===== src/rtl/tick_bcd_timer_pkg.sv =====
// Shared definitions for the mm:ss BCD timer: state encoding, digit limits
// and the packed-field layout of {m_tens, m_ones, s_tens, s_ones}.
package tick_bcd_timer_pkg;

  typedef enum logic [1:0] {
    ST_IDLE = 2'd0,
    ST_RUN  = 2'd1,
    ST_HOLD = 2'd2,
    ST_DONE = 2'd3
  } state_e;

  localparam logic [3:0] BCD_ONES_MAX = 4'd9;
  localparam logic [3:0] BCD_TENS_MAX = 4'd5;

  localparam int DIGIT_W    = 4;
  localparam int S_ONES_LSB = 0;
  localparam int S_TENS_LSB = 4;
  localparam int M_ONES_LSB = 8;
  localparam int M_TENS_LSB = 12;

  function automatic logic [3:0] get_digit(input logic [15:0] v, input int lsb);
    return v[lsb +: DIGIT_W];
  endfunction

  function automatic logic [6:0] bcd2_to_bin(input logic [3:0] tens, input logic [3:0] ones);
    return ({3'b000, tens} * 7'd10) + {3'b000, ones};
  endfunction

endpackage


===== src/rtl/tick_bcd_timer_digit.sv =====
// One BCD digit with its own wrap limit; carry/borrow ripple to the next
// digit in the same cycle so the whole chain updates on one edge.
module bcd_digit
  import tick_bcd_timer_pkg::*;
#(
  parameter logic [3:0] LIMIT = BCD_ONES_MAX
) (
  input  logic       clk,
  input  logic       reset_n,
  input  logic       inc_i,
  input  logic       dec_i,
  input  logic       load_i,
  input  logic [3:0] load_val_i,
  output logic [3:0] digit_o,
  output logic       carry_o,
  output logic       borrow_o
);

  logic [3:0] digit_q;
  logic [3:0] digit_d;

  // Next digit value: load wins over counting
  always_comb begin
    digit_d = digit_q;
    if (load_i) begin
      digit_d = load_val_i;
    end else if (inc_i) begin
      digit_d = (digit_q >= LIMIT) ? 4'd0 : digit_q + 4'd1;
    end else if (dec_i) begin
      digit_d = (digit_q == 4'd0) ? LIMIT : digit_q - 4'd1;
    end else begin
      digit_d = digit_q;
    end
  end

  // Digit register
  always_ff @(posedge clk or negedge reset_n) begin
    if (!reset_n) begin
      digit_q <= 4'd0;
    end else begin
      digit_q <= digit_d;
    end
  end

  assign digit_o  = digit_q;
  assign carry_o  = inc_i && (digit_q == LIMIT);
  assign borrow_o = dec_i && (digit_q == 4'd0);

endmodule


===== src/rtl/tick_bcd_timer.sv =====
// mm:ss stopwatch / countdown timer in packed BCD, advanced by a one-cycle
// tick enable; control FSM and minute-limit checks live here.
module tick_bcd_timer
  import tick_bcd_timer_pkg::*;
#(
  parameter int MIN_MAX = 59
) (
  input  logic        clk,
  input  logic        reset_n,
  input  logic        tick,
  input  logic        start,
  input  logic        stop,
  input  logic        clear,
  input  logic        load,
  input  logic [15:0] load_val,
  input  logic        dir,
  output logic [15:0] bcd,
  output logic        running,
  output logic        done,
  output logic        wrap,
  output logic        load_err
);

  localparam logic [3:0]  MAX_TENS = 4'(MIN_MAX / 10);
  localparam logic [3:0]  MAX_ONES = 4'(MIN_MAX % 10);
  localparam logic [6:0]  MAX_MIN  = 7'(MIN_MAX);
  localparam logic [15:0] MAX_TIME = {MAX_TENS, MAX_ONES, BCD_TENS_MAX, BCD_ONES_MAX};

  state_e      state_q;
  logic        running_q, done_q, wrap_q, load_err_q;
  logic [15:0] time_s;
  logic [15:0] dig_load_val_s;
  logic [3:0]  inc_s, dec_s, carry_s, borrow_s;
  logic        count_s, up_s, dn_s, up_wrap_s, dn_wrap_s, dn_done_s;
  logic        lv_valid_s, load_ok_s, load_rej_s, dig_load_s, start_ok_s;

  assign count_s   = tick && (state_q == ST_RUN) && !clear && !load && !stop;
  assign up_s      = count_s && !dir;
  assign dn_s      = count_s && dir;
  assign up_wrap_s = up_s && (time_s == MAX_TIME);
  assign dn_done_s = dn_s && (time_s == 16'h0001);
  // Only reachable by reversing direction at 00:00 mid-run: roll back to the top
  assign dn_wrap_s = dn_s && (time_s == 16'h0000);

  assign lv_valid_s = (get_digit(load_val, M_TENS_LSB) <= BCD_ONES_MAX) &&
                      (get_digit(load_val, M_ONES_LSB) <= BCD_ONES_MAX) &&
                      (get_digit(load_val, S_TENS_LSB) <= BCD_TENS_MAX) &&
                      (get_digit(load_val, S_ONES_LSB) <= BCD_ONES_MAX) &&
                      (bcd2_to_bin(get_digit(load_val, M_TENS_LSB),
                                   get_digit(load_val, M_ONES_LSB)) <= MAX_MIN);
  assign load_ok_s  = load && !clear && (state_q != ST_RUN) && lv_valid_s;
  assign load_rej_s = load && !clear && !load_ok_s;
  assign start_ok_s = (state_q == ST_IDLE) || (state_q == ST_HOLD);
  assign dig_load_s = clear || load_ok_s || up_wrap_s || dn_wrap_s;

  // Value forced into all four digits when they do not simply count
  always_comb begin
    dig_load_val_s = 16'h0000;
    if (clear) begin
      dig_load_val_s = 16'h0000;
    end else if (load_ok_s) begin
      dig_load_val_s = load_val;
    end else if (dn_wrap_s) begin
      dig_load_val_s = MAX_TIME;
    end else begin
      dig_load_val_s = 16'h0000;
    end
  end

  assign inc_s = {carry_s[2:0], up_s};
  assign dec_s = {borrow_s[2:0], dn_s};

  for (genvar i = 0; i < 4; i++) begin : g_digit
    localparam logic [3:0] LIM = (i == 1) ? BCD_TENS_MAX : BCD_ONES_MAX;
    bcd_digit #(.LIMIT(LIM)) u_digit (
      .clk        (clk),
      .reset_n    (reset_n),
      .inc_i      (inc_s[i]),
      .dec_i      (dec_s[i]),
      .load_i     (dig_load_s),
      .load_val_i (dig_load_val_s[i*4 +: 4]),
      .digit_o    (time_s[i*4 +: 4]),
      .carry_o    (carry_s[i]),
      .borrow_o   (borrow_s[i])
    );
  end

  // Control FSM with registered status outputs; clear > load > stop > start
  always_ff @(posedge clk or negedge reset_n) begin
    if (!reset_n) begin
      state_q    <= ST_IDLE;
      running_q  <= 1'b0;
      done_q     <= 1'b0;
      wrap_q     <= 1'b0;
      load_err_q <= 1'b0;
    end else begin
      wrap_q     <= up_wrap_s;
      load_err_q <= load_rej_s;
      if (clear || load_ok_s) begin
        state_q   <= ST_IDLE;
        running_q <= 1'b0;
        done_q    <= 1'b0;
      end else if (load) begin
        state_q <= state_q;
      end else if (stop) begin
        if (state_q == ST_RUN) begin
          state_q   <= ST_HOLD;
          running_q <= 1'b0;
        end
      end else if (start && start_ok_s) begin
        if (dir && (time_s == 16'h0000)) begin
          state_q   <= ST_DONE;
          running_q <= 1'b0;
          done_q    <= 1'b1;
        end else begin
          state_q   <= ST_RUN;
          running_q <= 1'b1;
        end
      end else if (dn_done_s) begin
        state_q   <= ST_DONE;
        running_q <= 1'b0;
        done_q    <= 1'b1;
      end else begin
        state_q <= state_q;
      end
    end
  end

  assign bcd      = time_s;
  assign running  = running_q;
  assign done     = done_q;
  assign wrap     = wrap_q;
  assign load_err = load_err_q;

endmodule


===== config.mk =====
export PLATFORM = sky130hd
export DESIGN_NAME = tick_bcd_timer
export DESIGN_NICKNAME = d
export VERILOG_FILES = /design/src/rtl/tick_bcd_timer_pkg.sv /design/src/rtl/tick_bcd_timer_digit.sv /design/src/rtl/tick_bcd_timer.sv
export SDC_FILE = /design/constraint.sdc
export NUM_CORES = 1
export LEC_CHECK = 0
export ABC_AREA = 1
export CORE_UTILIZATION = 57
export CTS_BUF_LIST = sky130_fd_sc_hd__clkbuf_8
export CTS_CLUSTER_DIAMETER = 200
export DETAILED_ROUTE_END_ITERATION = 8
export PLACE_DENSITY = 0.84
export SLEW_MARGIN = 20
export SYNTH_ARGS = -nofsm -noshare
export SYNTH_HDL_FRONTEND = slang
export SYNTH_HIERARCHICAL = 1
export SYNTH_SLANG_ARGS = --single-unit

===== constraint.sdc =====
create_clock -name clk -period 5.2 [get_ports clk]
set_clock_uncertainty 0.2 [all_clocks]
set_input_delay 1.04 -clock clk [delete_from_list [all_inputs] [get_ports clk]]
set_output_delay 1.04 -clock clk [all_outputs]
set_load 0.05 [all_outputs]

==> results of run 1 <==
[flip-flops by register name, summed over array words and instances (netlist names)]
| name | flops |
|---|---|
| g_digit.u_digit/digit_o | 16 |
| state_q | 2 |
| done | 1 |
| load_err | 1 |
| running | 1 |
| wrap | 1 |
[routing by layer]
layer  track usage  vias up  share of wire  wire length (um)
met1         0.334     1301           0.44              2890
met3        0.0194        6          0.048               318
li1              -     1461              -                 -
met4        0.0458        0         0.0073                48
met5             0        -              0                 0
met2         0.512       70           0.51              3350
[worst min-delay path, stage by stage (launching register included)]
cell	delay, ns
dfrtp_1	0.35
nand2_1	0.05
nand2_1	0.04
[through the flow]
stage	hold WS, ns	setup WS [ns]	instance area [um^2]	instances
2_1_floorplan	0.242	0.382	2800	435
3_3_place_gp	0.257	0.725	3270	542
3_5_place_dp	0.260	0.600	3270	542
4_1_cts	0.281	0.870	3310	545
5_1_grt	0.310	0.576	3310	545
6_report	0.276	0.856	3310	545
[worst min-delay path by stage]
| stage | from | slack, ns | to |
|---|---|---|---|
| 3_3_place_gp | running | 0.26 | running |
| 3_5_place_dp | running | 0.26 | running |
| 4_1_cts | running | 0.28 | running |
| 6_report | running | 0.28 | running |
| 2_1_floorplan | state_q[1] | 0.24 | state_q[1] |
| 5_1_grt | running | 0.31 | running |
[power by group]
part           internal [W]  switching (W)  total [W]
Combinational      0.000152       0.000246   0.000399
Sequential         0.000192      0.0000593   0.000251
Clock             0.0000519      0.0000581   0.000110
Total              0.000396       0.000364   0.000760
[final cells by class]
class                   instances  share of cell area
multi-input cells             335               0.567
flip-flops and latches         22               0.166
repair buffers                 46               0.135
inverters                      72              0.0934
well taps                      67              0.0253
clock buffers                   3              0.0125
==> metrics.txt, run 1 <==
status completed; # clock sinks 22; antenna cells 0; post-layout util 0.700; first-iteration detailed-routing DRC count 134; final WL 6.61 mm; Nets 528; DP HPWL 5.14 mm; Slowest-stage cell, CP clkdlybuf4s50_1; cell row count 25; crit-path cells clkdlybuf4s50_1, ha_1, ha_1, inv_1, fa_1, xnor2_1, inv_1, nor2_1, nand2_1, nand2_2, nand2_4, nand2_4, nor2_1, nand2_1, inv_1, nor2_1, nor2_1, o21ai_1, nand2_1; Mapped Area 2800 um^2; clock-pin slew on the worst setup and hold paths 0.08 ns; 1st-pass router iterations 4; CP dominant cell by count nor2_1; CTS tree yes; root buffer cell clkbuf_8; Final GP Congestion 0.920; Ys Warns 6; Max VDD drop 0.000151 V; Period Utilization, post-route 0.835; largest net degree at the start of global routing 23; most common cell after layout, fill and taps aside nand2_1; final-report max-slew violation count 0; TritonCTS Buffers 3; worst-margin pin slew 0.599 ns; RSZ-0062 raised after global routing no; Pwr Total 0.000760 W; CP Capture Type register; post-CTS resize count 0; CTS max path bufs 2; first-pass GRT wire length 11.4 mm; crit path to g_digit[0].u_digit/digit_o[1]; Die W 72.1 um; FILL cells 404; area of the multi-input gates 1880 um^2; total track usage 0.269; Worst path depth 19; Setup crit start kind primary input; PD cells 230 nW/um^2; hold buffers post-CTS 0; fmax 230 MHz; worst path buffer plus inverter count 4; FF/Latch Area 551 um^2; # port buffers 43; die height 72.1 um; layout cell share with drive strength beyond 1 0.111; Initial Util 0.593; Worst path max stage delay 0.47 ns; Worst Path Arrival 4.30 ns; Worst Hold Path Cells 2; Rel. slew slack 0.600; worst min path class reg -> reg; Post-CTS Setup Bufs 0; # setup viols final 0; Area Overhead vs Synth 18.0%; reg2reg end g_digit[3].u_digit/digit_o[1]; Avg Synthesized Cell Area 6.44 um^2; routed len/inst 12.1 um; R2R Setup Slk 1.86 ns; syn nets 483; Worst-Skew Late Latency 0.27 ns; initial antenna violation count 0; Synth Instances 435; via count 2838; crit path from load_val[13]; number of placed I/O pins 44; vias per cell 5.21; Die Area 5200 um^2; htree depth 1; launch point of the worst reg-to-reg path state_q[1]; standby leakage power 1.72 nW; total negative slack 0 ns; commonest cells after routing, fill and taps aside 106 x nand2_1, 68 x nor2_1, 57 x inv_1, 42 x clkdlybuf4s50_1, 41 x nand3_1; Max-cap violations 0; total core area 4720 um^2; DRC 0; Crit path max-delay family simple AND/OR/NAND/NOR gates; Critical Path RT 5.16 ns; Tmin final 4.34 ns; Fin. Hold Viols 0; CP Max Fanout 21; global route overflow 0; antenna-violating nets left 0; vias in the first global route 2592; FF-to-FF path depth 18; Worst Path Class, Setup in -> reg
(Power assumes the default switching activity.)
==> run 2, diff against run 1 <==
==> constraint.sdc (replaced) <==
create_clock -name clk -period 4.2 [get_ports clk]
set_clock_uncertainty 0.2 [all_clocks]
set_input_delay 0.84 -clock clk [delete_from_list [all_inputs] [get_ports clk]]
set_output_delay 0.84 -clock clk [all_outputs]
set_load 0.05 [all_outputs]
==> metrics.txt, run 2 (same netlist as run 1, synthesis figures left out) <==
first-pass GRT wire length 12.1 mm (+6.4%); Worst Hold Path Cells 2 (unchanged); Fin. Hold Viols 0 (unchanged); Setup crit start kind primary input; Tmin final 3.70 ns; Worst path max stage delay 0.55 ns (+0.08 ns); TritonCTS Buffers 3 (unchanged); commonest cells after routing, fill and taps aside 106 x nand2_1, 68 x nor2_1, 57 x inv_1, 42 x clkdlybuf4s50_1, 41 x nand3_1; htree depth 1 (unchanged); worst-margin pin slew 0.573 ns (-0.0264 ns); total track usage 0.288 (+0.0192); global route overflow 0 (unchanged); Area Overhead vs Synth 20.6%; HP Start running; standby leakage power 1.75 nW (+2.0%); Die W 72.1 um (unchanged); most common cell after layout, fill and taps aside nand2_1; hold buffers post-CTS 0 (unchanged); Worst-Skew Late Latency 0.28 ns (about the same); Layout Cells excl Fill 550 (+0.92%); post-place setup slack 0.213 ns (-0.387 ns); CP Capture Type register; CTS tree yes; max FFs per register 16 (unchanged); Nets 532 (+0.76%); Max VDD drop 0.000201 V (+34%); Rel. slew slack 0.618 (+0.0185); area of the multi-input gates 1890 um^2 (+0.67%); Worst Hold Path EP running; fmax 270 MHz; total negative slack 0 ns (unchanged); Period Utilization, post-route 0.881; crit-path cells clkdlybuf4s50_1, ha_1, ha_1, inv_1, fa_1, inv_1, nand3_1, nand2_1, nand2_2, nand2_4, nand2_4, nor2_1, nand2_1, buf_4, nor3_4, nor2_1, nand2_1, nand2_1; FILL cells 419 (+3.7%); root buffer cell clkbuf_8; worst min path class reg -> reg; first-iteration detailed-routing DRC count 166 (+24%); vias in the first global route 2799 (+8.0%); # clock sinks 22 (unchanged); cell row count 25 (unchanged); die height 72.1 um (unchanged); antenna cells 0 (unchanged); reg2reg end g_digit[3].u_digit/digit_o[1]; CTS max path bufs 2 (unchanged); routed len/inst 12.4 um (+2.3%); PD cells 302 nW/um^2 (+31%); post-CTS resize count 0 (unchanged); # setup viols final 0 (unchanged); CP Max Fanout 8 (-62%); final-report max-slew violation count 0 (unchanged); 1st-pass router iterations 4 (unchanged); launch point of the worst reg-to-reg path g_digit[0].u_digit/digit_o[1]; Max-cap violations 0 (unchanged); Die Area 5200 um^2 (unchanged); FF/Latch Area 551 um^2 (unchanged); initial antenna violation count 0 (unchanged); antenna-violating nets left 0 (unchanged); layout cell share with drive strength beyond 1 0.124 (+0.0133); post-layout util 0.716 (+0.0154); DP HPWL 5.30 mm (+3.1%); Worst Path Class, Setup in -> reg; CP dominant cell by count nand2_1; Slowest-stage cell, CP clkdlybuf4s50_1; final WL 6.82 mm (+3.3%); Worst Path Arrival 3.67 ns (-0.63 ns); worst setup margin 0.500 ns (-0.356 ns); status completed; crit path from load_val[15]; DRC 0 (unchanged); Critical Path RT 4.17 ns (-0.99 ns); largest net degree at the start of global routing 23 (unchanged); placed cells 546 (+0.74%); via count 2843 (+0.18%); Initial Util 0.593 (unchanged); total core area 4720 um^2 (unchanged); # port buffers 43 (unchanged); R2R Setup Slk 1.28 ns (-0.58 ns); FF-to-FF path depth 14 (-4); Final GP Congestion 0.930 (+1.1%); vias per cell 5.17 (-0.73%); number of placed I/O pins 44 (unchanged); RSZ-0062 raised after global routing no; clock-pin slew on the worst setup and hold paths 0.10 ns (+0.02 ns); Post-CTS Setup Bufs 0 (unchanged)
[run 2: cell types whose count changed in the layout (fill, tap and decap cells not counted), sizes merged]
cell    before  now
bufinv       1    2
buf          4    8
[run 2: routing by layer]
layer / up-vias / GRT usage / wire length [um]
met1: 1294 / 0.360 / 2980
li1: 1467 / - / -
met2: 69 / 0.521 / 3430
met3: 13 / 0.0292 / 307
met5: - / 0 / 0
met4: 0 / 0.0893 / 103
[run 2: worst max-delay path: cells and delay by family]
family	cells	cell delay [ns]
AND/OR/NAND/NOR	11	1.10
adder cells (fa/ha/maj)	3	0.85
buffers and inverters	4	0.86
[run 2: final cells by class]
class                           count  share of cell area
Inverter                           72              0.0914
Clock inverter                      1             0.00888
Multi-Input combinational cell    335               0.558
Tap cell                           67              0.0248
Sequential cell                    22               0.163
Clock buffer                        3              0.0122
Timing Repair Buffer               50               0.141
[run 2: worst max path at each step]
stage | slack (ns) | cells after the start | to
2_1_floorplan | 0.18 | 16 | g_digit[3].u_digit/digit_o[1]
3_5_place_dp | 0.21 | 18 | g_digit[2].u_digit/digit_o[1]
5_1_grt | 0.25 | 18 | g_digit[3].u_digit/digit_o[0]
3_3_place_gp | 0.24 | 18 | g_digit[2].u_digit/digit_o[1]
6_report | 0.50 | 18 | g_digit[3].u_digit/digit_o[3]
4_1_cts | 0.52 | 18 | g_digit[2].u_digit/digit_o[1]
[run 2: report_power, final]
group          switching [W]  total [W]  internal, W
logic               0.000310   0.000500     0.000190
registers          0.0000718   0.000310     0.000238
clock network      0.0000838   0.000211     0.000128
total               0.000465    0.00102     0.000556
[run 2: stage by stage]
step	hold WS, ns	area [um^2]	total power [W]
floorplan	0.242	2820	0.000674
global placement	0.256	3310	0.000799
detailed placement	0.257	3310	0.000812
CTS	0.280	3390	0.00102
global route	0.302	3380	0.00109
finish	0.277	3380	0.00102
==> run 3, diff against run 2 <==
--- a/config.mk
+++ b/config.mk
@@ -11,6 +11,7 @@
 export CTS_CLUSTER_DIAMETER = 200
 export DETAILED_ROUTE_END_ITERATION = 8
 export PLACE_DENSITY = 0.84
+export SKIP_LAST_GASP = 1
 export SLEW_MARGIN = 20
 export SYNTH_ARGS = -nofsm -noshare
 export SYNTH_HDL_FRONTEND = slang
==> results of run 3 <==
Same layout as run 2: the final DEF is identical, and so are final timing and power.
